[src/rtl/mem_fill_pkg.sv]
// rtl/mem_fill_pkg.sv - shared types and constants for the cache fill responder
// Contents: fill FSM state enum, default block geometry, arbiter select encoding.
package mem_fill_pkg;

    typedef enum logic [1:0] {
        IDLE = 2'd0,
        FILL = 2'd1,
        DONE = 2'd2
    } fill_state_t;

    localparam int BLOCK_WORDS_DEFAULT = 8;
    localparam int OFFSET_BITS         = $clog2(BLOCK_WORDS_DEFAULT * 2);

    // Select encoding produced by the cache miss arbiter.
    localparam logic SEL_INSTR = 1'b1;
    localparam logic SEL_DATA  = 1'b0;

    // Number of byte-offset bits inside one block of 16-bit words.
    function automatic int offset_bits(input int block_words);
        return $clog2(block_words * 2);
    endfunction

endpackage

[src/rtl/mem_fill_responder_counter.sv]
// rtl/mem_fill_responder_counter.sv - saturating word counter with terminal-count flag
// Ports:
//   clk, rst_n : clock, asynchronous active-low reset
//   clr        : synchronous clear to zero (wins over inc)
//   inc        : count up by one; holds once MAX_COUNT is reached
//   count      : current value
//   tc         : high when count == MAX_COUNT
module fill_word_counter #(
    parameter int MAX_COUNT = 8,
    parameter int CNT_W     = $clog2(MAX_COUNT) + 1
) (
    input  logic             clk,
    input  logic             rst_n,
    input  logic             clr,
    input  logic             inc,
    output logic [CNT_W-1:0] count,
    output logic             tc
);

    assign tc = (count == CNT_W'(MAX_COUNT));

    always_ff @(posedge clk or negedge rst_n) begin
        if (!rst_n) begin
            count <= '0;
        end else if (clr) begin
            count <= '0;
        end else if (inc && !tc) begin
            count <= count + CNT_W'(1);
        end
    end

endmodule

[src/rtl/mem_fill_responder.sv]
// rtl/mem_fill_responder.sv - memory-side responder that streams one cache block per miss
// Ports:
//   clk, rst_n                       : clock, asynchronous active-low reset
//   req_valid/req_addr/req_sel       : arbitrated miss (sel 1 = instr, 0 = data)
//   req_ready                        : high only while idle
//   mem_en/mem_addr                  : pipelined word read issue, one per cycle
//   mem_rdata/mem_rvalid             : in-order read returns
//   fill_we_i/fill_we_d              : per-cache write strobes
//   fill_addr/fill_data              : byte address and data of the word being filled
//   fill_done_i/fill_done_d          : one-cycle block-complete pulses
//   busy                             : high whenever not idle
module mem_fill_responder
    import mem_fill_pkg::*;
#(
    parameter int BLOCK_WORDS = BLOCK_WORDS_DEFAULT,
    parameter int ADDR_W      = 16,
    parameter int DATA_W      = 16
) (
    input  logic              clk,
    input  logic              rst_n,
    input  logic              req_valid,
    input  logic [ADDR_W-1:0] req_addr,
    input  logic              req_sel,
    output logic              req_ready,
    output logic              mem_en,
    output logic [ADDR_W-1:0] mem_addr,
    input  logic [DATA_W-1:0] mem_rdata,
    input  logic              mem_rvalid,
    output logic              fill_we_i,
    output logic              fill_we_d,
    output logic [ADDR_W-1:0] fill_addr,
    output logic [DATA_W-1:0] fill_data,
    output logic              fill_done_i,
    output logic              fill_done_d,
    output logic              busy
);

    localparam int CNT_W = $clog2(BLOCK_WORDS) + 1;
    localparam int OFS_W = offset_bits(BLOCK_WORDS);
    localparam logic [ADDR_W-1:0] BASE_MASK = ~((ADDR_W'(1) << OFS_W) - ADDR_W'(1));

    fill_state_t       state_q, state_d;
    logic [ADDR_W-1:0] base_q;
    logic              sel_q;

    logic [CNT_W-1:0]  issue_cnt, recv_cnt;
    logic              issue_tc, recv_tc;
    logic              accept, issuing, rx, last_rx;

    assign accept  = (state_q == IDLE) && req_valid;
    assign issuing = (state_q == FILL) && !issue_tc;
    // Returns outside FILL or past the block end are dropped here.
    assign rx      = (state_q == FILL) && mem_rvalid && !recv_tc;
    assign last_rx = rx && (recv_cnt == CNT_W'(BLOCK_WORDS - 1));

    fill_word_counter #(.MAX_COUNT(BLOCK_WORDS), .CNT_W(CNT_W)) u_issue_cnt (
        .clk   (clk),
        .rst_n (rst_n),
        .clr   (accept),
        .inc   (issuing),
        .count (issue_cnt),
        .tc    (issue_tc)
    );

    fill_word_counter #(.MAX_COUNT(BLOCK_WORDS), .CNT_W(CNT_W)) u_recv_cnt (
        .clk   (clk),
        .rst_n (rst_n),
        .clr   (accept),
        .inc   (rx),
        .count (recv_cnt),
        .tc    (recv_tc)
    );

    always_ff @(posedge clk or negedge rst_n) begin
        if (!rst_n) begin
            state_q <= IDLE;
            base_q  <= '0;
            sel_q   <= SEL_DATA;
        end else begin
            state_q <= state_d;
            if (accept) begin
                base_q <= req_addr & BASE_MASK;
                sel_q  <= req_sel;
            end
        end
    end

    // Address/data outputs are forced to zero when their strobe is low so the
    // bus is quiet outside real transfers (including during reset).
    always_comb begin
        state_d     = state_q;
        req_ready   = 1'b0;
        busy        = 1'b1;
        mem_en      = 1'b0;
        mem_addr    = '0;
        fill_we_i   = 1'b0;
        fill_we_d   = 1'b0;
        fill_addr   = '0;
        fill_data   = '0;
        fill_done_i = 1'b0;
        fill_done_d = 1'b0;

        case (state_q)
            IDLE: begin
                req_ready = 1'b1;
                busy      = 1'b0;
                if (accept) begin
                    state_d = FILL;
                end
            end
            FILL: begin
                if (issuing) begin
                    mem_en   = 1'b1;
                    // Block-aligned base: the offset never carries out of the block.
                    mem_addr = base_q + ADDR_W'({issue_cnt, 1'b0});
                end
                if (rx) begin
                    fill_we_i = (sel_q == SEL_INSTR);
                    fill_we_d = (sel_q == SEL_DATA);
                    fill_addr = base_q + ADDR_W'({recv_cnt, 1'b0});
                    fill_data = mem_rdata;
                end
                if (last_rx) begin
                    state_d = DONE;
                end
            end
            DONE: begin
                fill_done_i = (sel_q == SEL_INSTR);
                fill_done_d = (sel_q == SEL_DATA);
                state_d     = IDLE;
            end
            default: begin
                state_d = IDLE;
            end
        endcase
    end

endmodule

[config.mk]
export PLATFORM = sky130hd
export DESIGN_NAME = mem_fill_responder
export DESIGN_NICKNAME = d
export VERILOG_FILES = /design/src/rtl/mem_fill_pkg.sv /design/src/rtl/mem_fill_responder_counter.sv /design/src/rtl/mem_fill_responder.sv
export SDC_FILE = /design/constraint.sdc
export NUM_CORES = 1
export LEC_CHECK = 0
export BUFFER_PORTS_ARGS = -buffer_cell sky130_fd_sc_hd__buf_2
export CAP_MARGIN = 20
export CELL_PAD_IN_SITES_DETAIL_PLACEMENT = 0
export CELL_PAD_IN_SITES_GLOBAL_PLACEMENT = 1
export CORE_UTILIZATION = 32
export DETAILED_ROUTE_END_ITERATION = 6
export PLACE_DENSITY_LB_ADDON = 0.1
export SKIP_LAST_GASP = 1
export SLEW_MARGIN = 5
export SYNTH_ARGS = -nofsm -noshare
export SYNTH_HDL_FRONTEND = slang
export SYNTH_SLANG_ARGS = --single-unit
[constraint.sdc]
create_clock -name clk -period 2.1 [get_ports clk]
set_input_delay 0.42 -clock clk [delete_from_list [all_inputs] [get_ports clk]]
set_output_delay 0.42 -clock clk [all_outputs]
set_load 0.02 [all_outputs]
==> results of run 1 <==
==> power groups by stage <==
| stage | Combinational, W | Clock [W] | Sequential, W |
|---|---|---|---|
| final | 0.00300 | 0.000279 | 0.000885 |
| after global routing | 0.00325 | 0.000309 | 0.000927 |
| after CTS | 0.00281 | 0.000293 | 0.000879 |
| after detailed placement | 0.00249 | 0 | 0.000881 |
| after global placement | 0.00247 | 0 | 0.000875 |
| after floorplan | 0.00164 | 0 | 0.000827 |
==> metal layers <==
layer  up-vias  track usage
li1        973            -
met1       885        0.224
met4         0       0.0404
met5         -            0
met3         4       0.0180
met2        38        0.316
==> area by class of cell <==
| type | count | area [µm²] | area share |
|---|---|---|---|
| inverters | 10 | 37.5 | 0.0135 |
| flip-flops and latches | 23 | 578 | 0.208 |
| clock buffers | 4 | 45.0 | 0.0162 |
| well taps | 70 | 87.6 | 0.0315 |
| multi-input cells | 162 | 1260 | 0.453 |
| repair buffers | 117 | 774 | 0.278 |
==> cells by family (layout without fill, tap and decap cells) <==
kind of cell,count (synthesis),after routing
fa+ha+maj,8,8
flops,23,23
buf+inv,28,131
compound gates,43,43
mux,14,14
other cells,1,2
simple gates,88,88
xor+xnor,7,7
==> worst paths after layout <==
kind	startpoint	endpoint	slack (ns)
setup / recovery	base_q[4]$_DFFE_PN0P_	fill_addr[14]	-0.17
hold / removal	rst_n	base_q[11]$_DFFE_PN0P_	0.13
hold reg to reg	u_recv_cnt.count[0]$_DFFE_PN0P_	u_recv_cnt.count[0]$_DFFE_PN0P_	0.58
max in group asynchronous	rst_n	base_q[6]$_DFFE_PN0P_	1.58
setup reg to reg	state_q[1]$_DFFE_PN0P_	base_q[9]$_DFFE_PN0P_	0.58
min in group clk	req_addr[11]	base_q[11]$_DFFE_PN0P_	0.37
==> cell usage after synthesis, types with 6 or more instances <==
library cell | instances | share of area
sky130_fd_sc_hd__buf_2 | 7 | 0.020
sky130_fd_sc_hd__o21ai_0 | 11 | 0.031
sky130_fd_sc_hd__and3_1 | 20 | 0.070
sky130_fd_sc_hd__nand3_1 | 11 | 0.031
sky130_fd_sc_hd__ha_1 | 8 | 0.056
sky130_fd_sc_hd__a21oi_1 | 18 | 0.051
sky130_fd_sc_hd__dfrtp_1 | 23 | 0.32
sky130_fd_sc_hd__or3_1 | 6 | 0.021
sky130_fd_sc_hd__nand2_1 | 7 | 0.015
sky130_fd_sc_hd__o31ai_1 | 8 | 0.034
sky130_fd_sc_hd__inv_1 | 10 | 0.021
sky130_fd_sc_hd__nor2_1 | 19 | 0.040
sky130_fd_sc_hd__or4_1 | 8 | 0.034
sky130_fd_sc_hd__mux2_2 | 14 | 0.089
sky130_fd_sc_hd__clkbuf_1 | 8 | 0.017
==> placed cells by master, fill, tap and decap left out, types with 2 or more instances in the layout <==
| master | Yosys | routed |
|---|---|---|
| sky130_fd_sc_hd__buf_2 | 7 | 67 |
| sky130_fd_sc_hd__buf_4 | 3 | 40 |
| sky130_fd_sc_hd__dfrtp_1 | 23 | 21 |
| sky130_fd_sc_hd__and3_1 | 20 | 20 |
| sky130_fd_sc_hd__nor2_1 | 19 | 17 |
| sky130_fd_sc_hd__mux2_2 | 14 | 14 |
| sky130_fd_sc_hd__o21ai_0 | 11 | 11 |
| sky130_fd_sc_hd__inv_1 | 10 | 9 |
| sky130_fd_sc_hd__a21oi_2 | 0 | 9 |
| sky130_fd_sc_hd__o31ai_1 | 8 | 8 |
| sky130_fd_sc_hd__a21oi_1 | 18 | 8 |
| sky130_fd_sc_hd__buf_6 | 0 | 7 |
| sky130_fd_sc_hd__nand3_1 | 11 | 6 |
| sky130_fd_sc_hd__nand4_1 | 5 | 5 |
| sky130_fd_sc_hd__nand2_1 | 7 | 5 |
| sky130_fd_sc_hd__xor2_1 | 5 | 5 |
| sky130_fd_sc_hd__nand3_2 | 0 | 4 |
| sky130_fd_sc_hd__or4_4 | 0 | 4 |
| sky130_fd_sc_hd__or4_1 | 8 | 4 |
| sky130_fd_sc_hd__or3_1 | 6 | 4 |
| sky130_fd_sc_hd__and3b_1 | 4 | 4 |
| sky130_fd_sc_hd__ha_1 | 8 | 4 |
| sky130_fd_sc_hd__ha_4 | 0 | 4 |
| sky130_fd_sc_hd__nand3b_1 | 3 | 3 |
| sky130_fd_sc_hd__clkbuf_8 | 0 | 3 |
| sky130_fd_sc_hd__buf_12 | 0 | 3 |
| sky130_fd_sc_hd__or3_4 | 0 | 2 |
| sky130_fd_sc_hd__nor2_2 | 0 | 2 |
| sky130_fd_sc_hd__a211oi_1 | 2 | 2 |
| sky130_fd_sc_hd__a31o_2 | 2 | 2 |
| sky130_fd_sc_hd__conb_1 | 1 | 2 |
| sky130_fd_sc_hd__dfrtp_2 | 0 | 2 |
==> per-stage QoR <==
stage	area (µm²)	instances	utilization	hold WS, ns
3_5_place_dp	2400	372	0.459	0.442
5_1_grt	2780	386	0.532	0.176
2_1_floorplan	1780	213	-	0.124
3_3_place_gp	2400	372	0.459	0.441
6_report	2780	386	0.532	0.130
4_1_cts	2650	383	0.506	0.152
==> timing repair <==
action	CTS	global route
endpoints found under the setup margin	15	45
setup buffers	7	3
gates resized for setup	34	31
pin swaps	12	9
==> flip-flops by register name, indices dropped and copies added (netlist names) <==
signal / cells
state_q: 2
base_q: 12
u_issue_cnt.count: 4
u_recv_cnt.count: 4
sel_q: 1
==> impl_metrics.json, run 1 <==
{
  "detail_route.vias_per_cell": 4.92,
  "placeableCoreArea_mm2": 0.00524,
  "power.internal_w": 0.00216,
  "place.gp.congestion": 0.735,
  "seq_pwr_share": 0.213,
  "final.fill_count": 527,
  "clk_latency_ns": 0.26,
  "antenna_cells_inserted": 0,
  "syn_area_cell_um2": 8.39,
  "nNetsFinal": 362,
  "io_pins": 92,
  "synth_xor_area_frac": 0.0345,
  "share_clk_of_total_power": 0.067,
  "via_count_of_the_routed_design": 1900,
  "dp_hpwl_mm": 3.79,
  "ant_nets": 0,
  "asyncSetResetFlopFracSynth": 1.00,
  "critical_path.max_fanout": 5,
  "critical_path.endpoint_type": "output pin",
  "floorplan.die.height_um": 76.5,
  "yosys_most_used_dff": "sky130_fd_sc_hd__dfrtp_1",
  "reg_clk_slew_reported_paths_ns": 0.08,
  "critPathMostFrequentCell": "sky130_fd_sc_hd__ha_4",
  "postLayoutSetupSlackWorst_ns": -0.168,
  "power_switching_share": 0.481,
  "initial_core_util": 0.339,
  "grt_setup_unrepaired": "true",
  "wirelength_met1_mm": 2.28,
  "hold_path.class": "input pin to async pin",
  "fin_crit_sh": 1.08,
  "detail_route.first_pass.iterations": 4,
  "grt_total_usage": 0.176,
  "initial_antenna_violation_count": 0,
  "pwr-share-comb": 0.720,
  "grt_overflow_total": 0,
  "main_combinational_cell_family_by_area_after_synthesis": "simple AND/OR/NAND/NOR gates",
  "max_cap_violations": 0,
  "cp_slowest_stage_delay_ns": 0.42,
  "run_status": "complete, but fails checks",
  "worst_ep_arrival_time_ns": 1.85,
  "post_synth_instance_area_mm2": 0.00178,
  "detailroute.wirelength.met3_um": 152,
  "static-leakage-power_nw": 1.36,
  "number_of_buffers_between_clock_root_and_the_deepest_sink": 2,
  "tns_ns": -1.29,
  "cts.sink_count": 23,
  "worstMarginPinSlew_ns": 0.541,
  "r2r_cells": 4,
  "grt_start_max_net_pins": 25,
  "critical_path_class": "flop to output pin",
  "finalSetupViolations": 15,
  "number_of_global_route_vias_before_repair": 1770,
  "wl_met2_mm": 2.67,
  "totalWireLength_mm": 5.14,
  "timing.max_slew.rel_slack": 0.639,
  "tritoncts_clock_tree": "done",
  "std_cell_rows": 26,
  "area_delta_synth_final_pct": 56.6,
  "synthCells": 212,
  "ys_types": 30,
  "synth_warnings": 0,
  "first_pass_grt_wire_length_mm": 8.41,
  "power_density_mw_per_mm2": 1490,
  "cell_with_the_biggest_individual_delay_on_the_critical_path": "sky130_fd_sc_hd__or4_4",
  "wl_per_cell_um": 13.3,
  "worst_setup_path_start_kind": "flop",
  "edff_count_synth": 0,
  "drc": 0,
  "finalCriticalPeriod_ns": 2.27,
  "ys_seq_area_frac": 0.324,
  "final-max-slew-violation-count": 0,
  "critical_path.n_buffers_inverters": 2,
  "cts_buffers": 3,
  "fraction_of_layout_instances_using_a_drive_strength_above_1": 0.538,
  "die_area_mm2": 0.00586,
  "timing.final.hold_violations": 0,
  "place.port_buffers": 85,
  "die_width_um": 76.5,
  "top_layer_used": "met4",
  "worst_clock_skew_ns": 0.00227,
  "max_clock_freq_mhz": 441,
  "ctsHtreeMaxLevel": 1,
  "synthSimpleGateAreaFrac": 0.281,
  "power_dissipated_by_switching_net_loads_w": 0.00200,
  "synth-compound-area-share": 0.143,
  "critical_path_depth": 7,
  "muxShareOfSynthArea": 0.0887,
  "worst-endpoint-required_ns": 1.68,
  "ctsRootBufferMaster": "sky130_fd_sc_hd__clkbuf_8",
  "flip_flop_and_latch_count_after_synthesis": 23,
  "failed_checks": "setup timing",
  "cp_top_family": "simple AND/OR/NAND/NOR gates",
  "dr.first_iter.drc_count": 62,
  "vdd.ir_drop.worst_mv": 0.515,
  "crit_chain": "buf_6 > ha_4 > ha_4 > nand2_4 > or4_4 > a21oi_2 > buf_4",
  "cts-hold-fix-buffers": 0,
  "post_synthesis_share_of_cell_area_spent_on_full_adders_half_adders_and_majority_gates": 0.0563,
  "post-place-ws_ns": 0.00697,
  "post-layout-total-power_w": 0.00416
}
(Power assumes the default switching activity.)
==> inputs of run 2 (changes only) <==
--- a/config.mk
+++ b/config.mk
@@ -12,6 +12,7 @@
 export CORE_UTILIZATION = 32
 export DETAILED_ROUTE_END_ITERATION = 6
 export PLACE_DENSITY_LB_ADDON = 0.1
+export RECOVER_POWER = 50
 export SKIP_LAST_GASP = 1
 export SLEW_MARGIN = 5
 export SYNTH_ARGS = -nofsm -noshare
==> run 2 against run 1 <==
Effect of this change: the flow still finishes with violations (setup timing); global-route usage did not move; worst setup slack improved by 0.0011 ns; sequential cell count did not move; core utilization fell by 0.41 points; fmax barely moved; via count rose by 0.11%; clock-buffer cell count did not move; total power fell by 0.58%; critical endpoint unchanged; largest cell class unchanged.
==> impl_metrics.json, run 2 (synthesis results as in run 1) <==
{
  "top_register": "base_q",
  "first_pass_grt_wire_length_mm": 8.41,
  "finalCriticalPeriod_ns": 2.27,
  "area_delta_synth_final_pct": 55.4,
  "critical_path.endpoint_type": "output pin",
  "initial_core_util": 0.339,
  "run_status": "complete, but fails checks",
  "finalSetupViolations": 15,
  "nNetsFinal": 362,
  "via_count_of_the_routed_design": 1902,
  "ctsRootBufferMaster": "sky130_fd_sc_hd__clkbuf_8",
  "critical_path.max_fanout": 5,
  "cts-hold-fix-buffers": 0,
  "critPathMostFrequentCell": "sky130_fd_sc_hd__ha_4",
  "share_clk_of_total_power": 0.067,
  "mostFrequentLayoutCells": "sky130_fd_sc_hd__buf_2 (66), sky130_fd_sc_hd__buf_4 (38), sky130_fd_sc_hd__dfrtp_1 (21)",
  "std_cell_rows": 26,
  "static-leakage-power_nw": 1.34,
  "power.internal_w": 0.00214,
  "antenna_cells_inserted": 0,
  "grt_setup_unrepaired": "true",
  "number_of_buffers_between_clock_root_and_the_deepest_sink": 2,
  "timing.max_slew.rel_slack": 0.127,
  "io_pins": 92,
  "postLayoutSetupSlackWorst_ns": -0.167,
  "critical_path_class": "flop to output pin",
  "fin_crit_sh": 1.08,
  "totalWireLength_mm": 5.16,
  "fraction_of_layout_instances_using_a_drive_strength_above_1": 0.519,
  "ant_nets": 0,
  "grt_overflow_total": 0,
  "die_area_mm2": 0.00586,
  "cp_slowest_stage_delay_ns": 0.42,
  "die_width_um": 76.5,
  "power_density_mw_per_mm2": 1500,
  "floorplan.die.height_um": 76.5,
  "ctsHtreeMaxLevel": 1,
  "reg_clk_slew_reported_paths_ns": 0.08,
  "place.port_buffers": 85,
  "tritoncts_clock_tree": "done",
  "mostFrequentLayoutCell": "sky130_fd_sc_hd__buf_2",
  "dr.first_iter.drc_count": 56,
  "failed_checks": "setup timing",
  "wl_per_cell_um": 13.4,
  "timing.hold.ws_ns": 0.371,
  "largest_register_ff_count": 12,
  "timing.final.hold_violations": 0,
  "post-place-ws_ns": 0.00697,
  "seq_pwr_share": 0.213,
  "crit_chain": "buf_6 > ha_4 > ha_4 > nand2_4 > or4_4 > a21oi_2 > buf_4",
  "cts.sink_count": 23,
  "grt_total_usage": 0.176,
  "worst-endpoint-required_ns": 1.68,
  "dp_hpwl_mm": 3.79,
  "worst_ep_arrival_time_ns": 1.85,
  "max_clock_freq_mhz": 441,
  "detail_route.first_pass.iterations": 4,
  "critical_path.n_buffers_inverters": 2,
  "cell_with_the_biggest_individual_delay_on_the_critical_path": "sky130_fd_sc_hd__or4_4",
  "placeableCoreArea_mm2": 0.00524,
  "worst_clock_skew_ns": 0.00188,
  "power_dissipated_by_switching_net_loads_w": 0.00200,
  "pwr-share-comb": 0.720,
  "vdd.ir_drop.worst_mv": 0.514,
  "cts_buffers": 3,
  "final-max-slew-violation-count": 0,
  "max_cap_violations": 0,
  "layout_top_registers": "base_q (12), u_issue_cnt.count (4), u_recv_cnt.count (4)",
  "worst_setup_path_start_kind": "flop",
  "initial_antenna_violation_count": 0,
  "cp_top_family": "simple AND/OR/NAND/NOR gates",
  "fin_util": 0.527,
  "grt_start_max_net_pins": 25,
  "hold_path.class": "input pin to flop",
  "drc": 0,
  "power_switching_share": 0.483,
  "worstMarginPinSlew_ns": 1.31,
  "detail_route.vias_per_cell": 4.93,
  "number_of_global_route_vias_before_repair": 1770,
  "clk_latency_ns": 0.26,
  "place.gp.congestion": 0.735
}
-- run 2: cell types whose count changed in the layout (fill, tap and decap cells not counted), sizes merged --
cell    delta
clkbuf     +4
buf        -4
-- run 2: path summary, 6_finish.rpt --
path | from | end | slack [ns] | cells after the start
setup / recovery | base_q[4]$_DFFE_PN0P_ | fill_addr[14] | -0.17 | 7
hold / removal | req_addr[11] | base_q[11]$_DFFE_PN0P_ | 0.37 | 3
setup reg to reg | state_q[1]$_DFFE_PN0P_ | base_q[9]$_DFFE_PN0P_ | 0.02 | 4
hold reg to reg | u_recv_cnt.count[0]$_DFFE_PN0P_ | u_recv_cnt.count[0]$_DFFE_PN0P_ | 0.57 | 2
max in group asynchronous | rst_n | base_q[6]$_DFFE_PN0P_ | 0.82 | 1
min in group asynchronous | rst_n | base_q[11]$_DFFE_PN0P_ | 0.42 | 1
-- run 2: final cells by class --
class / count / area (µm²)
Fill cell: 529 / 2470
Multi-Input combinational cell: 162 / 1260
Timing Repair Buffer: 117 / 758
Sequential cell: 23 / 578
Tap cell: 70 / 87.6
Clock buffer: 4 / 45.0
Inverter: 10 / 37.5
-- run 2: metal layers --
layer,track usage,wire length [µm],vias to the layer above
met2,0.316,2650,34
met3,0.0180,132,4
met5,0,0,-
li1,-,-,970
met1,0.224,2340,894
met4,0.0404,38,0
-- run 2: power groups by stage --
stage,Clock (W),Combinational [W],Sequential (W)
after floorplan,0,0.00164,0.000827
after global placement,0,0.00247,0.000875
after detailed placement,0,0.00249,0.000881
after CTS,0.000293,0.00281,0.000879
after global routing,0.000309,0.00322,0.000923
final,0.000279,0.00298,0.000881
-- run 2: worst reg2reg max path, stage by stage, from the launching register on --
cell and delay (ns):
sky130_fd_sc_hd__dfrtp_1 0.42, sky130_fd_sc_hd__buf_4 0.17, sky130_fd_sc_hd__nor3b_1 0.24, sky130_fd_sc_hd__clkbuf_1 0.72, sky130_fd_sc_hd__mux2_2 0.43
-- run 2: through the flow --
| step | TNS [ns] | cell area (µm²) | instances | power, W |
|---|---|---|---|---|
| floorplan | 0 | 1780 | 213 | 0.00247 |
| finish | -1.39 | 2760 | 386 | 0.00414 |
| CTS | -1.32 | 2650 | 383 | 0.00398 |
| global route | -3.88 | 2760 | 386 | 0.00446 |
| global placement | 0 | 2400 | 372 | 0.00335 |
| detailed placement | 0 | 2400 | 372 | 0.00337 |
-- run 2: repair_timing --
| action | 4_1_cts | 5_1_grt |
|---|---|---|
| setup buffers | 7 | 3 |
| gates resized for setup | 34 | 31 |
| setup endpoints to repair | 15 | 45 |
| gates cloned | 0 | 0 |
| pin swaps | 12 | 9 |
==> inputs of run 3 (changes only) <==
==> constraint.sdc (replaced) <==
create_clock -name clk -period 2.1 [get_ports clk]
set_input_delay 0.42 -clock clk [delete_from_list [all_inputs] [get_ports clk]]
set_output_delay 0.42 -clock clk [all_outputs]
set_load 0.1 [all_outputs]
==> run 3 against run 2 <==
Effect of this change: wire length up 19%; clock skew up 0.0068 ns; the run still ends with setup timing left; core utilization increased by 23 points; sequential cell count is the same; hold slack lost 0.015 ns; worst setup slack got worse by 0.049 ns; register-to-register slack improved by 0.14 ns.
==> impl_metrics.json, run 3 (synthesis results as in run 1) <==
{
  "cts.sink_count": 23,
  "failed_checks": "setup timing",
  "grt_total_usage": 0.198,
  "mostFrequentLayoutCells": "sky130_fd_sc_hd__buf_12 (49), sky130_fd_sc_hd__buf_2 (38), sky130_fd_sc_hd__buf_4 (32)",
  "number_of_buffers_between_clock_root_and_the_deepest_sink": 2,
  "first_pass_grt_wire_length_mm": 9.53,
  "hold_depth": 3,
  "fin_crit_sh": 1.10,
  "top_register": "base_q",
  "hold_start": "req_addr[11]",
  "layout_top_registers": "base_q (12), u_issue_cnt.count (4), u_recv_cnt.count (4)",
  "cp_top_family": "simple AND/OR/NAND/NOR gates",
  "detail_route.first_pass.iterations": 4,
  "max_clock_freq_mhz": 432,
  "area_delta_synth_final_pct": 124,
  "reg2reg_from": "state_q[1]$_DFFE_PN0P_",
  "place.gp.congestion": 0.778,
  "clk_latency_ns": 0.27,
  "ff2ff_setup_slack_ns": 0.16,
  "die_area_mm2": 0.00586,
  "cts_buffers": 3,
  "ant_nets": 0,
  "critical_path.max_fanout": 5,
  "timing.final.hold_violations": 0,
  "dp_hpwl_mm": 4.17,
  "finalSetupViolations": 38,
  "die_width_um": 76.5,
  "fraction_of_layout_instances_using_a_drive_strength_above_1": 0.724,
  "totalWireLength_mm": 6.15,
  "place.port_buffers": 85,
  "largest_register_ff_count": 12,
  "via_count_of_the_routed_design": 2033,
  "drc": 0,
  "regToRegEndpoint": "base_q[15]$_DFFE_PN0P_",
  "grt_setup_unrepaired": "true",
  "cell_with_the_biggest_individual_delay_on_the_critical_path": "sky130_fd_sc_hd__or4_4",
  "holdPathEnd": "base_q[11]$_DFFE_PN0P_",
  "worst_ep_arrival_time_ns": 1.90,
  "grt_overflow_total": 0,
  "timing.max_slew.rel_slack": 0.117,
  "ctsRootBufferMaster": "sky130_fd_sc_hd__clkbuf_8",
  "io_pins": 92,
  "detail_route.vias_per_cell": 5.04,
  "antenna_cells_inserted": 0,
  "floorplan.die.height_um": 76.5,
  "wl_per_cell_um": 15.3,
  "nNetsFinal": 379,
  "critical_path.endpoint_type": "output pin",
  "hold_path.class": "input pin to flop",
  "dr.first_iter.drc_count": 55,
  "finalCriticalPeriod_ns": 2.32,
  "max_cap_violations": 0,
  "worst-endpoint-required_ns": 1.68,
  "std_cell_rows": 26,
  "postLayoutSetupSlackWorst_ns": -0.215,
  "number_of_global_route_vias_before_repair": 2075,
  "grt_start_max_net_pins": 24,
  "run_status": "complete, but fails checks",
  "ctsHtreeMaxLevel": 1,
  "critical_path_class": "flop to output pin",
  "cp_slowest_stage_delay_ns": 0.52,
  "crit_chain": "nand4_1 > buf_6 > or4_4 > a21oi_4 > buf_12",
  "initial_antenna_violation_count": 0,
  "mostFrequentLayoutCell": "sky130_fd_sc_hd__buf_12",
  "worst_setup_path_start_kind": "flop",
  "initial_core_util": 0.339,
  "reg_clk_slew_reported_paths_ns": 0.09,
  "worst_clock_skew_ns": 0.00872,
  "final.fill_count": 348,
  "worstMarginPinSlew_ns": 1.32,
  "timing.hold.ws_ns": 0.355,
  "tritoncts_clock_tree": "done",
  "placeableCoreArea_mm2": 0.00524,
  "critical_path.n_buffers_inverters": 2,
  "r2r_cells": 4,
  "final-max-slew-violation-count": 0
}
run 3: cell types whose count changed in the layout (fill, tap and decap cells not counted), moves of 13 or more:
cell and delta:
sky130_fd_sc_hd__buf_12 +46, sky130_fd_sc_hd__nor2_1 -13, sky130_fd_sc_hd__buf_2 -28, sky130_fd_sc_hd__and3_1 -19, sky130_fd_sc_hd__and3_4 +19, sky130_fd_sc_hd__nor2_4 +13, sky130_fd_sc_hd__a21oi_4 +13
run 3: routing by layer:
metal / global-route usage / routed length [µm] / vias to the layer above
met3: 0.0395 / 250 / 4
met1: 0.232 / 2550 / 960
met2: 0.368 / 3310 / 57
met4: 0.0385 / 38 / 0
li1: - / - / 1012
met5: 0 / 0 / -
run 3: how the worst max path moves through the flow:
| stage | startpoint | end | slack [ns] | cells after the start |
|---|---|---|---|---|
| 6_report | base_q[9]$_DFFE_PN0P_ | fill_addr[14] | -0.22 | 5 |
| 4_1_cts | base_q[4]$_DFFE_PN0P_ | fill_addr[12] | -0.22 | 6 |
| 3_5_place_dp | base_q[4]$_DFFE_PN0P_ | mem_addr[14] | -0.01 | 5 |
| 3_3_place_gp | base_q[4]$_DFFE_PN0P_ | mem_addr[14] | 0.01 | 5 |
| 2_1_floorplan | u_issue_cnt.count[3]$_DFFE_PN0P_ | mem_addr[14] | -0.22 | 4 |
| 5_1_grt | base_q[7]$_DFFE_PN0P_ | fill_addr[14] | -0.27 | 5 |
run 3: cell type report:
type	count	area [µm²]	share of cell area
Multi-Input combinational cell	163	1670	0.418
Timing Repair Buffer	133	1570	0.393
Sequential cell	23	582	0.146
Tap cell	70	87.6	0.0220
Clock buffer	3	41.3	0.0104
Inverter	10	37.5	0.00942
Clock inverter	1	5.00	0.00126
run 3: stage by stage:
stage	setup slack, ns	TNS, ns	util	cell area (µm²)	instances
after floorplan	-0.222	-1.13	-	2220	213
after global placement	0.0114	0	0.670	3510	375
after detailed placement	-0.0131	-0.0269	0.670	3510	375
after CTS	-0.217	-2.40	0.718	3760	390
after global routing	-0.272	-5.79	0.761	3990	403
final	-0.215	-3.19	0.761	3990	403
run 3: worst register-to-register path, cell delays in order (launching register included):
cell,delay (ns)
sky130_fd_sc_hd__dfrtp_2,0.46
sky130_fd_sc_hd__buf_4,0.16
sky130_fd_sc_hd__nor3b_1,0.36
sky130_fd_sc_hd__clkbuf_1,0.44
sky130_fd_sc_hd__mux2_2,0.40
run 3: what timing repair did:
item	4_1_cts	5_1_grt
setup endpoints to repair	46	47
gates cloned	2	5
setup buffers	9	8
pin swaps	11	27
resized for setup	21	43
endpoints found under the hold margin	0	0
hold buffers	0	0
Power of run 3 is left out: the tool's default activity adds up to more than one toggle a clock period on the data nets, which glitch-free logic cannot reach.
